File: src/rtl/stopwatch_if.sv
// Command/display bundle between a stopwatch controller and its user.
// Commands are one-cycle pulses; display outputs are registered-state driven.
interface stopwatch_if;
    logic        start_stop;
    logic        lap;
    logic        clear;
    logic [15:0] disp;
    logic        running;
    logic        lap_active;
    logic        ovf;

    modport master (
        output start_stop, lap, clear,
        input  disp, running, lap_active, ovf
    );

    modport slave (
        input  start_stop, lap, clear,
        output disp, running, lap_active, ovf
    );
endinterface

File: src/rtl/stopwatch_ctrl.sv
// Millisecond stopwatch: prescaled tick drives a 4-digit BCD chain (s.ms),
// with run/pause/lap/clear control and a sticky wrap flag.
module stopwatch_bcd_digit (
    input  logic       clk,
    input  logic       rst,
    input  logic       clr,
    input  logic       inc,
    output logic [3:0] val,
    output logic       carry
);
    assign carry = inc && (val == 4'd9);

    always_ff @(posedge clk) begin
        if (rst || clr)
            val <= 4'd0;
        else if (inc)
            val <= carry ? 4'd0 : val + 4'd1;
    end
endmodule

module stopwatch_ctrl #(
    parameter int TICK_DIV = 100000
) (
    input  logic        clk,
    input  logic        rst,
    stopwatch_if.slave  sw
);
    localparam int PW = $clog2(TICK_DIV);

    typedef enum logic [1:0] {IDLE, RUN, PAUSE, LAP} state_t;

    state_t          state, state_nxt;
    logic [PW-1:0]   presc;
    logic [3:0][3:0] digits;
    logic [3:0]      inc;
    logic [3:0]      carry;
    logic [15:0]     lap_q;
    logic            ovf_q;
    logic            cmd_ss, cmd_lap, cmd_clr;
    logic            active, tick, capture, zero;

    // Only the highest-priority command survives, even if the state ignores it.
    assign cmd_ss  = sw.start_stop;
    assign cmd_lap = sw.lap & ~sw.start_stop;
    assign cmd_clr = sw.clear & ~sw.lap & ~sw.start_stop;

    always_ff @(posedge clk) begin
        if (rst)
            state <= IDLE;
        else
            state <= state_nxt;
    end

    always_comb begin
        state_nxt = state;
        capture   = 1'b0;
        zero      = 1'b0;
        case (state)
            IDLE:  if (cmd_ss) state_nxt = RUN;
            RUN: begin
                if (cmd_ss)
                    state_nxt = PAUSE;
                else if (cmd_lap) begin
                    state_nxt = LAP;
                    capture   = 1'b1;
                end
            end
            LAP: begin
                if (cmd_ss)
                    state_nxt = PAUSE;
                else if (cmd_lap)
                    state_nxt = RUN;
            end
            PAUSE: begin
                if (cmd_ss)
                    state_nxt = RUN;
                else if (cmd_clr) begin
                    state_nxt = IDLE;
                    zero      = 1'b1;
                end
            end
            default: state_nxt = IDLE;
        endcase
    end

    assign active = (state == RUN) || (state == LAP);
    assign tick   = active && (presc == PW'(TICK_DIV - 1));

    // Prescaler holds outside RUN/LAP so a resume picks up the partial ms.
    always_ff @(posedge clk) begin
        if (rst || zero)
            presc <= '0;
        else if (active)
            presc <= tick ? '0 : presc + PW'(1);
    end

    assign inc[0] = tick;

    for (genvar g = 0; g < 4; g++) begin : g_dig
        if (g > 0) begin : g_chain
            assign inc[g] = carry[g-1];
        end
        stopwatch_bcd_digit u_dig (
            .clk   (clk),
            .rst   (rst),
            .clr   (zero),
            .inc   (inc[g]),
            .val   (digits[g]),
            .carry (carry[g])
        );
    end

    always_ff @(posedge clk) begin
        if (rst || zero)
            ovf_q <= 1'b0;
        else if (carry[3])
            ovf_q <= 1'b1;
    end

    // Captures the pre-edge digits, so a coincident tick is not included.
    always_ff @(posedge clk) begin
        if (rst)
            lap_q <= 16'h0000;
        else if (capture)
            lap_q <= digits;
    end

    assign sw.disp       = (state == LAP) ? lap_q : digits;
    assign sw.running    = active;
    assign sw.lap_active = (state == LAP);
    assign sw.ovf        = ovf_q;
endmodule

File: src/flat_wrapper.sv
// flat-port wrapper written by rule: the top's interface ports become plain ports
module stopwatch_ctrl_flat 
#(
    parameter int TICK_DIV = 100000
)
  (clk, rst, sw_start_stop, sw_lap, sw_clear, sw_disp, sw_running, sw_lap_active, sw_ovf);
  stopwatch_if sw_i ();
  input  logic clk;
  input  logic rst;
  input wire logic [$bits(sw_i.start_stop)-1:0] sw_start_stop;
  input wire logic [$bits(sw_i.lap)-1:0] sw_lap;
  input wire logic [$bits(sw_i.clear)-1:0] sw_clear;
  output wire logic [$bits(sw_i.disp)-1:0] sw_disp;
  output wire logic [$bits(sw_i.running)-1:0] sw_running;
  output wire logic [$bits(sw_i.lap_active)-1:0] sw_lap_active;
  output wire logic [$bits(sw_i.ovf)-1:0] sw_ovf;
  assign sw_i.start_stop = sw_start_stop;
  assign sw_i.lap = sw_lap;
  assign sw_i.clear = sw_clear;
  assign sw_disp = sw_i.disp;
  assign sw_running = sw_i.running;
  assign sw_lap_active = sw_i.lap_active;
  assign sw_ovf = sw_i.ovf;
  stopwatch_ctrl #(.TICK_DIV(TICK_DIV)) u_core (.clk(clk), .rst(rst), .sw(sw_i));
endmodule
File: config.mk
export PLATFORM = sky130hd
export DESIGN_NAME = stopwatch_ctrl_flat
export DESIGN_NICKNAME = d
export VERILOG_FILES = /design/src/rtl/stopwatch_if.sv /design/src/rtl/stopwatch_ctrl.sv /design/src/flat_wrapper.sv
export SDC_FILE = /design/constraint.sdc
export NUM_CORES = 1
export LEC_CHECK = 0
export BUFFER_PORTS_ARGS = -buffer_cell sky130_fd_sc_hd__buf_4
export CORE_ASPECT_RATIO = 1.1
export CORE_UTILIZATION = 53
export CTS_BUF_LIST = sky130_fd_sc_hd__clkbuf_4 sky130_fd_sc_hd__clkbuf_8
export DETAILED_ROUTE_END_ITERATION = 10
export PLACE_DENSITY_LB_ADDON = 0.3
export SYNTH_ARGS = -nofsm -noshare
export SYNTH_HDL_FRONTEND = slang
export SYNTH_SLANG_ARGS = --single-unit
export TNS_END_PERCENT = 30
File: constraint.sdc
create_clock -name clk -period 5 [get_ports clk]
set_input_delay 0.75 -clock clk [delete_from_list [all_inputs] [get_ports clk]]
set_output_delay 0.75 -clock clk [all_outputs]
set_load 0.02 [all_outputs]
==> results of run 1 <==
==> tightest hold or removal path, stage by stage (launching register included) <==
cell	delay, ns
dfxtp_1	0.32
nand2_1	0.05
a21oi_1	0.05
==> per-stage QoR <==
step,instances,instance area [um^2],util,hold slack (ns)
6_report,390,2890,0.617,0.457
4_1_cts,390,2890,0.617,0.459
2_1_floorplan,320,2600,-,0.434
3_5_place_dp,382,2780,0.593,0.444
3_3_place_gp,382,2780,0.593,0.439
5_1_grt,390,2890,0.617,0.482
==> registers in the layout, summed over array words and instances (netlist names) <==
signal and flops:
u_core.state 2, u_core.sw.ovf 1, u_core.presc 17, u_core.g_dig.u_dig.val 16, u_core.lap_q 16
==> cells by family (layout without fill, tap and decap cells) <==
group,count (synthesis),count (layout),share of synthesized area
compound gates,69,69,0.149
fa+ha+maj,9,9,0.0433
mux,12,12,0.0510
flops,52,52,0.400
xor+xnor,13,13,0.0438
simple gates,135,135,0.269
buf+inv,30,44,0.0438
==> layer usage <==
layer	routed length [um]	global-route usage	vias to the layer above	part of all wire
met3	119	0.0449	4	0.023
met4	49	0.0544	0	0.0093
met1	2500	0.278	1066	0.47
li1	-	-	1159	-
met5	0	0	-	0
met2	2620	0.382	31	0.49
==> power by group through the flow <==
stage / Clock (mW) / Combinational (mW) / Sequential, mW
floorplan: 0 / 0.0240 / 0.428
global placement: 0 / 0.0284 / 0.432
detailed placement: 0 / 0.0286 / 0.432
CTS: 0.294 / 0.0295 / 0.422
global route: 0.314 / 0.0321 / 0.423
finish: 0.289 / 0.0291 / 0.422
==> layout by cell type (no fill, tap or decap), drive strengths merged, types with 5 or more instances in the layout <==
cell,n
a21oi,34
buf,23
clkbuf,5
dfxtp,52
ha,9
inv,13
mux2,10
nand2,51
nand3,5
nand4,8
nor2,20
o21ai,21
or3,11
or4,11
xnor2,9
==> final cells by class <==
class | count | area (um^2) | share of cell area
multi-input cells | 238 | 1450 | 0.500
flip-flops and latches | 52 | 1040 | 0.360
repair buffers | 23 | 173 | 0.0598
well taps | 56 | 70.1 | 0.0243
clock buffers | 5 | 68.8 | 0.0238
inverters | 13 | 48.8 | 0.0169
clock inverters | 3 | 42.5 | 0.0147
==> worst max-delay path by stage <==
stage,from,endpoint,slack [ns],cells past startpoint
floorplan,u_core.presc[11]$_SDFFE_PP0P_,u_core.g_dig[3].u_dig.val[3]$_SDFFE_PP0N_,2.82,5
global placement,u_core.state[0]$_SDFFE_PP0P_,sw_disp[1],2.41,5
CTS,u_core.state[0]$_SDFFE_PP0P_,sw_disp[1],1.99,5
global route,u_core.state[0]$_SDFFE_PP0P_,sw_disp[9],1.78,5
finish,u_core.state[0]$_SDFFE_PP0P_,sw_disp[1],2.04,5
detailed placement,u_core.state[0]$_SDFFE_PP0P_,sw_disp[1],2.35,5
==> flow_metrics.py, run 1 <==
metrics = {
    "critical_path": {
        "cp_slowest_stage_delay_ns": 0.68,
        "worstSetupPathType": "reg2out",
        "path_cells": "nand2_1 -> inv_1 -> nand2_1 -> o21ai_0 -> buf_4",
        "crit_buf_inv": 2,
        "path_common_cell": "nand2_1",
        "cp.arrival_ns": 2.21,
        "r2r-end": "u_core.presc[0]$_SDFFE_PP0P_",
        "r2r_cells": 4,
        "r2r_slack_ns": 2.40,
        "critPathLaunchType": "flip-flop",
        "cp_top_family": "flip-flops",
        "r2r_start": "u_core.state[0]$_SDFFE_PP0P_",
        "end_kind": "output port",
        "cp.required_ns": 4.25,
        "cp_max_fo": 19,
        "critical-path-slowest-cell": "dfxtp_1",
    },
    "final_layout": {
        "drive_gt1_frac": 0.141,
        "nFillCells": 432,
        "nets": 347,
        "antenna_cells": 0,
        "area_growth_pct": 11.1,
    },
    "power_and_ir_drop": {
        "switching_share": 0.224,
        "pwr-share-comb": 0.039,
        "power.internal_mw": 0.575,
        "peakVddDrop_mv": 0.121,
        "power_density_mw_per_mm2": 256,
        "clkPwrFrac": 0.390,
        "switchingPower_mw": 0.165,
        "p_leak_nw": 0.983,
        "total_power_mw": 0.740,
        "pwr-share-seq": 0.570,
    },
    "global_routing": {
        "overflow": 0,
        "grt_pass1_vias": 1880,
        "grt_use_total": 0.220,
        "antenna_found_initial": 0,
        "grt_max_degree": 21,
        "grt_pass1_wl_um": 8650,
    },
    "route": {
        "ant_nets": 0,
        "drtIter0Drc": 174,
        "first_pass_iters": 4,
        "drc": 0,
        "routedWlPerCell_um": 13.5,
        "num_vias": 2260,
        "vias_per_cell": 5.79,
        "totalWireLength_um": 5280,
    },
    "logic_synthesis": {
        "syn_area_mm2": 0.00260,
        "syn-num-nets": 334,
        "yosys_most_used_dff": "dfxtp_1",
        "synth_most_common_cell": "dfxtp_1",
        "synth_area_leaders": "dfxtp_1 (40%), nand2_1 (7.4%), a21oi_1 (6.5%), ha_1 (4.3%), mux2_2 (4.3%)",
        "ys_warn_count": 0,
        "synth_top_cell_by_area": "dfxtp_1",
        "synth_top_area_frac": 0.400,
        "ys_types": 43,
        "synth_area_per_cell_um2": 8.12,
        "synth_common_cells": "dfxtp_1 (52), nand2_1 (51), a21oi_1 (34)",
        "seq_area_frac_synth": 0.400,
        "syn_inst": 320,
        "synth_seq_cells": 52,
        "async_flop_share": 0,
        "synth-edff-count": 0,
    },
    "cts": {
        "cts.clk_slew.worst_paths_ns": 0.10,
        "htree_levels": 2,
        "clk_latency_ns": 0.31,
        "clock_path_buffers": 2,
        "cts_tree": "built",
        "clockRootBuffer": "clkbuf_8",
        "post_cts.repair.setup_buffers": 0,
        "cts_resized": 0,
        "hold_buffers": 0,
        "cts_sinks": 52,
        "numCtsBuffers": 5,
    },
    "die": {
        "rows": 26,
        "die_w_um": 68.8,
        "core_region_area_mm2": 0.00468,
        "dieArea_mm2": 0.00519,
        "start_util": 0.555,
        "die_height_um": 75.5,
        "ios": 24,
    },
    "hold_path": {
        "hold_start": "u_core.lap_q[11]$_SDFFE_PP0P_",
        "hold_path_depth": 2,
        "min_path_type": "reg2reg",
        "min_to": "u_core.lap_q[11]$_SDFFE_PP0P_",
    },
    "timing": {
        "finalMaxSlewViolations": 0,
        "min_period_ns": 2.96,
        "skew_ns": 0.0130,
        "worstMarginPinSlew_ns": 0.976,
        "rsz0062_at_grt": "false",
        "final_hold_viol_count": 0,
        "min_period_over_period": 0.592,
        "fmax_ghz": 0.338,
        "fin_setup_tns_ns": 0,
        "setup_viol_count_final": 0,
        "maxSlewHeadroom": 0.345,
        "setup_ws_ns": 2.04,
    },
    "place": {
        "pre_cts_ws_ns": 2.35,
        "gp_congestion": 0.763,
        "port_buffers": 23,
        "dp_hpwl_um": 3690,
    },
    "status": {
        "status": "complete, no violations",
    },
    "flow_run": {
        "cap_viol_max_count": 0,
    },
}
No activity file was read; power rests on OpenSTA's default activity.
==> run 2, diff against run 1 <==
Settings changed: ABC_AREA set to 1.
Clock period 5 ns to 2.7 ns, I/O delays scaled along.
==> run 2 against run 1 <==
Effect of this change: sequential power increased by 91%; synthesized cell count up 18%; power increased by 93%; cell count up 17%; count of clock-buffer cells in the layout unchanged; routed wire length is 1.7% higher; first-iteration DRC count down 39%; clock skew down 0.0071 ns; non-clock buffer count up 2; utilization is 1.6 points higher; via count increased by 6.9%; synthesized area is 3.4% higher; critical endpoint unchanged; largest power group unchanged; highest routed layer unchanged.
==> flow_metrics.py, run 2 <==
metrics = {
    "final_layout": {
        "nets": 412,
        "drive_gt1_frac": 0.153,
        "largest_reg_flops": 17,
        "final_cells": 455,
        "mostFrequentLayoutCell": "nand2_1",
        "antenna_cells": 0,
        "area_growth_pct": 11.7,
        "reg_top3": "u_core.presc x17, u_core.g_dig.u_dig.val x16, u_core.lap_q x16",
        "regMostFlops": "u_core.presc",
        "fin_util": 0.632,
        "final_cell_mix": "nand2_1 (77), dfxtp_1 (52), o21ai_0 (40), nor2_1 (40), inv_1 (36)",
    },
    "route": {
        "totalWireLength_um": 5370,
        "ant_nets": 0,
        "num_vias": 2417,
        "vias_per_cell": 5.31,
        "drtIter0Drc": 107,
        "routedWlPerCell_um": 11.8,
        "first_pass_iters": 4,
        "drc": 0,
    },
    "timing": {
        "skew_ns": 0.00586,
        "timing.hold.ws_ns": 0.263,
        "fmax_ghz": 0.480,
        "finalMaxSlewViolations": 0,
        "min_period_over_period": 0.771,
        "rsz0062_at_grt": "false",
        "worstMarginPinSlew_ns": 0.558,
        "setup_viol_count_final": 0,
        "maxSlewHeadroom": 0.627,
        "fin_setup_tns_ns": 0,
        "setup_ws_ns": 0.619,
        "min_period_ns": 2.08,
        "final_hold_viol_count": 0,
    },
    "die": {
        "core_region_area_mm2": 0.00475,
        "die_w_um": 69.9,
        "die_height_um": 76.7,
        "rows": 26,
        "start_util": 0.566,
        "dieArea_mm2": 0.00536,
        "ios": 24,
    },
    "hold_path": {
        "hold_start": "rst",
        "min_to": "u_core.state[0]$_SDFFE_PP0P_",
        "hold_path_depth": 2,
        "min_path_type": "in2reg",
    },
    "power_and_ir_drop": {
        "clkPwrFrac": 0.368,
        "pwr-share-seq": 0.563,
        "peakVddDrop_mv": 0.357,
        "power.internal_mw": 1.10,
        "pwr-share-comb": 0.069,
        "power_density_mw_per_mm2": 477,
        "switchingPower_mw": 0.336,
        "p_leak_nw": 1.16,
        "switching_share": 0.235,
    },
    "cts": {
        "post_cts.repair.setup_buffers": 0,
        "cts_resized": 0,
        "clk_latency_ns": 0.30,
        "numCtsBuffers": 5,
        "hold_buffers": 0,
        "htree_levels": 2,
        "cts_tree": "built",
        "clockRootBuffer": "clkbuf_8",
        "cts.clk_slew.worst_paths_ns": 0.09,
        "cts_sinks": 52,
        "clock_path_buffers": 2,
    },
    "critical_path": {
        "cp_slowest_stage_delay_ns": 0.60,
        "worstSetupPathType": "reg2out",
        "critPathLaunchType": "flip-flop",
        "r2r_cells": 8,
        "end_kind": "output port",
        "cp.required_ns": 2.30,
        "cp_max_fo": 33,
        "cp.arrival_ns": 1.68,
        "r2r_start": "u_core.presc[0]$_SDFFE_PP0P_",
        "r2r-end": "u_core.g_dig[3].u_dig.val[2]$_SDFFE_PP0N_",
        "path_cells": "nand2_1 -> inv_1 -> buf_4 -> nand2_1 -> o21ai_0 -> buf_4",
        "critical-path-slowest-cell": "dfxtp_1",
        "r2r_slack_ns": 0.90,
    },
    "place": {
        "port_buffers": 23,
        "pre_cts_ws_ns": 0.897,
        "place_inst": 447,
        "gp_congestion": 0.857,
        "dp_hpwl_um": 4130,
    },
    "logic_synthesis": {
        "yosys_most_used_dff": "dfxtp_1",
        "syn_inst": 376,
        "seq_area_frac_synth": 0.387,
        "ys_types": 31,
        "synth_top_area_frac": 0.387,
        "synth_top_cell_by_area": "dfxtp_1",
        "synth_area_per_cell_um2": 7.15,
        "async_flop_share": 0,
        "synth-edff-count": 0,
        "synth_common_cells": "nand2_1 (77), dfxtp_1 (52), nor2_1 (40), o21ai_0 (40), inv_1 (36)",
        "synth_most_common_cell": "nand2_1",
        "syn_area_mm2": 0.00269,
        "synth_seq_cells": 52,
        "synth_area_leaders": "dfxtp_1 (39%), nand2_1 (11%), o21ai_0 (7.4%), a21oi_1 (6.1%), nor2_1 (5.6%)",
        "ys_warn_count": 0,
        "syn-num-nets": 390,
    },
    "global_routing": {
        "antenna_found_initial": 0,
        "grt_use_total": 0.219,
        "grt_max_degree": 34,
        "grtUsageMet1": 0.261,
        "overflow": 0,
        "grtUsageMet2": 0.382,
        "busiest_layer": "met2",
        "grt_pass1_wl_um": 9740,
        "use_met3": 0.0447,
        "grt_pass1_vias": 2272,
    },
    "flow_run": {
        "cap_viol_max_count": 0,
    },
    "status": {
        "status": "complete, no violations",
    },
}
run 2: layout make-up:
type                            instances  area (um^2)
Fill cell                             442         1750
Inverter                               47          179
Clock buffer                            5         68.8
Tap cell                               56         70.1
Multi-Input combinational cell        267         1410
Timing Repair Buffer                   25          188
Sequential cell                        52         1040
Clock inverter                          3         42.5
run 2: cells by family (layout without fill, tap and decap cells):
kind of cell,Yosys count,after routing,share of synthesized area
AO/OA/AOI/OAI,80,80,0.156
XOR/XNOR,6,6,0.0196
adder cells (fa/ha/maj),9,9,0.0419
buffers and inverters,57,80,0.0866
flip-flops,52,52,0.387
AND/OR/NAND/NOR,172,172,0.309
run 2: how the worst max path moves through the flow:
stage                     slack (ns)                                        end  depth (start not counted)                    startpoint
after floorplan                 0.98                                sw_disp[10]                          5  u_core.state[0]$_SDFFE_PP0P_
after global routing            0.40                                 sw_disp[6]                          6  u_core.state[0]$_SDFFE_PP0P_
after detailed placement        0.90  u_core.g_dig[3].u_dig.val[2]$_SDFFE_PP0N_                          7  u_core.state[0]$_SDFFE_PP0P_
after global placement          0.96                                 sw_disp[1]                          6  u_core.state[0]$_SDFFE_PP0P_
after CTS                       0.60                                 sw_disp[0]                          6  u_core.state[0]$_SDFFE_PP0P_
final                           0.62                                 sw_disp[1]                          6  u_core.state[0]$_SDFFE_PP0P_
run 2: power groups by stage:
stage | clock, mW | combinational, mW | sequential (mW)
2_1_floorplan | 0 | 0.0837 | 0.814
6_report | 0.527 | 0.0986 | 0.806
4_1_cts | 0.540 | 0.0996 | 0.806
5_1_grt | 0.576 | 0.112 | 0.809
3_5_place_dp | 0 | 0.0993 | 0.824
3_3_place_gp | 0 | 0.0972 | 0.823
run 2: worst max-delay path: cells and delay by family, from the launching register on:
family,cells,cell delay [ns]
AO/OA/AOI/OAI,1,0.10
buffers and inverters,3,0.50
flip-flops,1,0.60
AND/OR/NAND/NOR,2,0.16
run 2: routing by layer:
metal / routed length (um) / up-vias
met2: 2620 / 62
met1: 2410 / 1080
met3: 259 / 8
met4: 79 / 0
met5: 0 / -
li1: - / 1267
run 2: metrics by stage:
| stage | power [mW] | cell area (um^2) |
|---|---|---|
| 2_1_floorplan | 0.898 | 2690 |
| 3_3_place_gp | 0.920 | 2890 |
| 3_5_place_dp | 0.923 | 2890 |
| 4_1_cts | 1.45 | 3000 |
| 5_1_grt | 1.50 | 3000 |
| 6_report | 1.43 | 3000 |
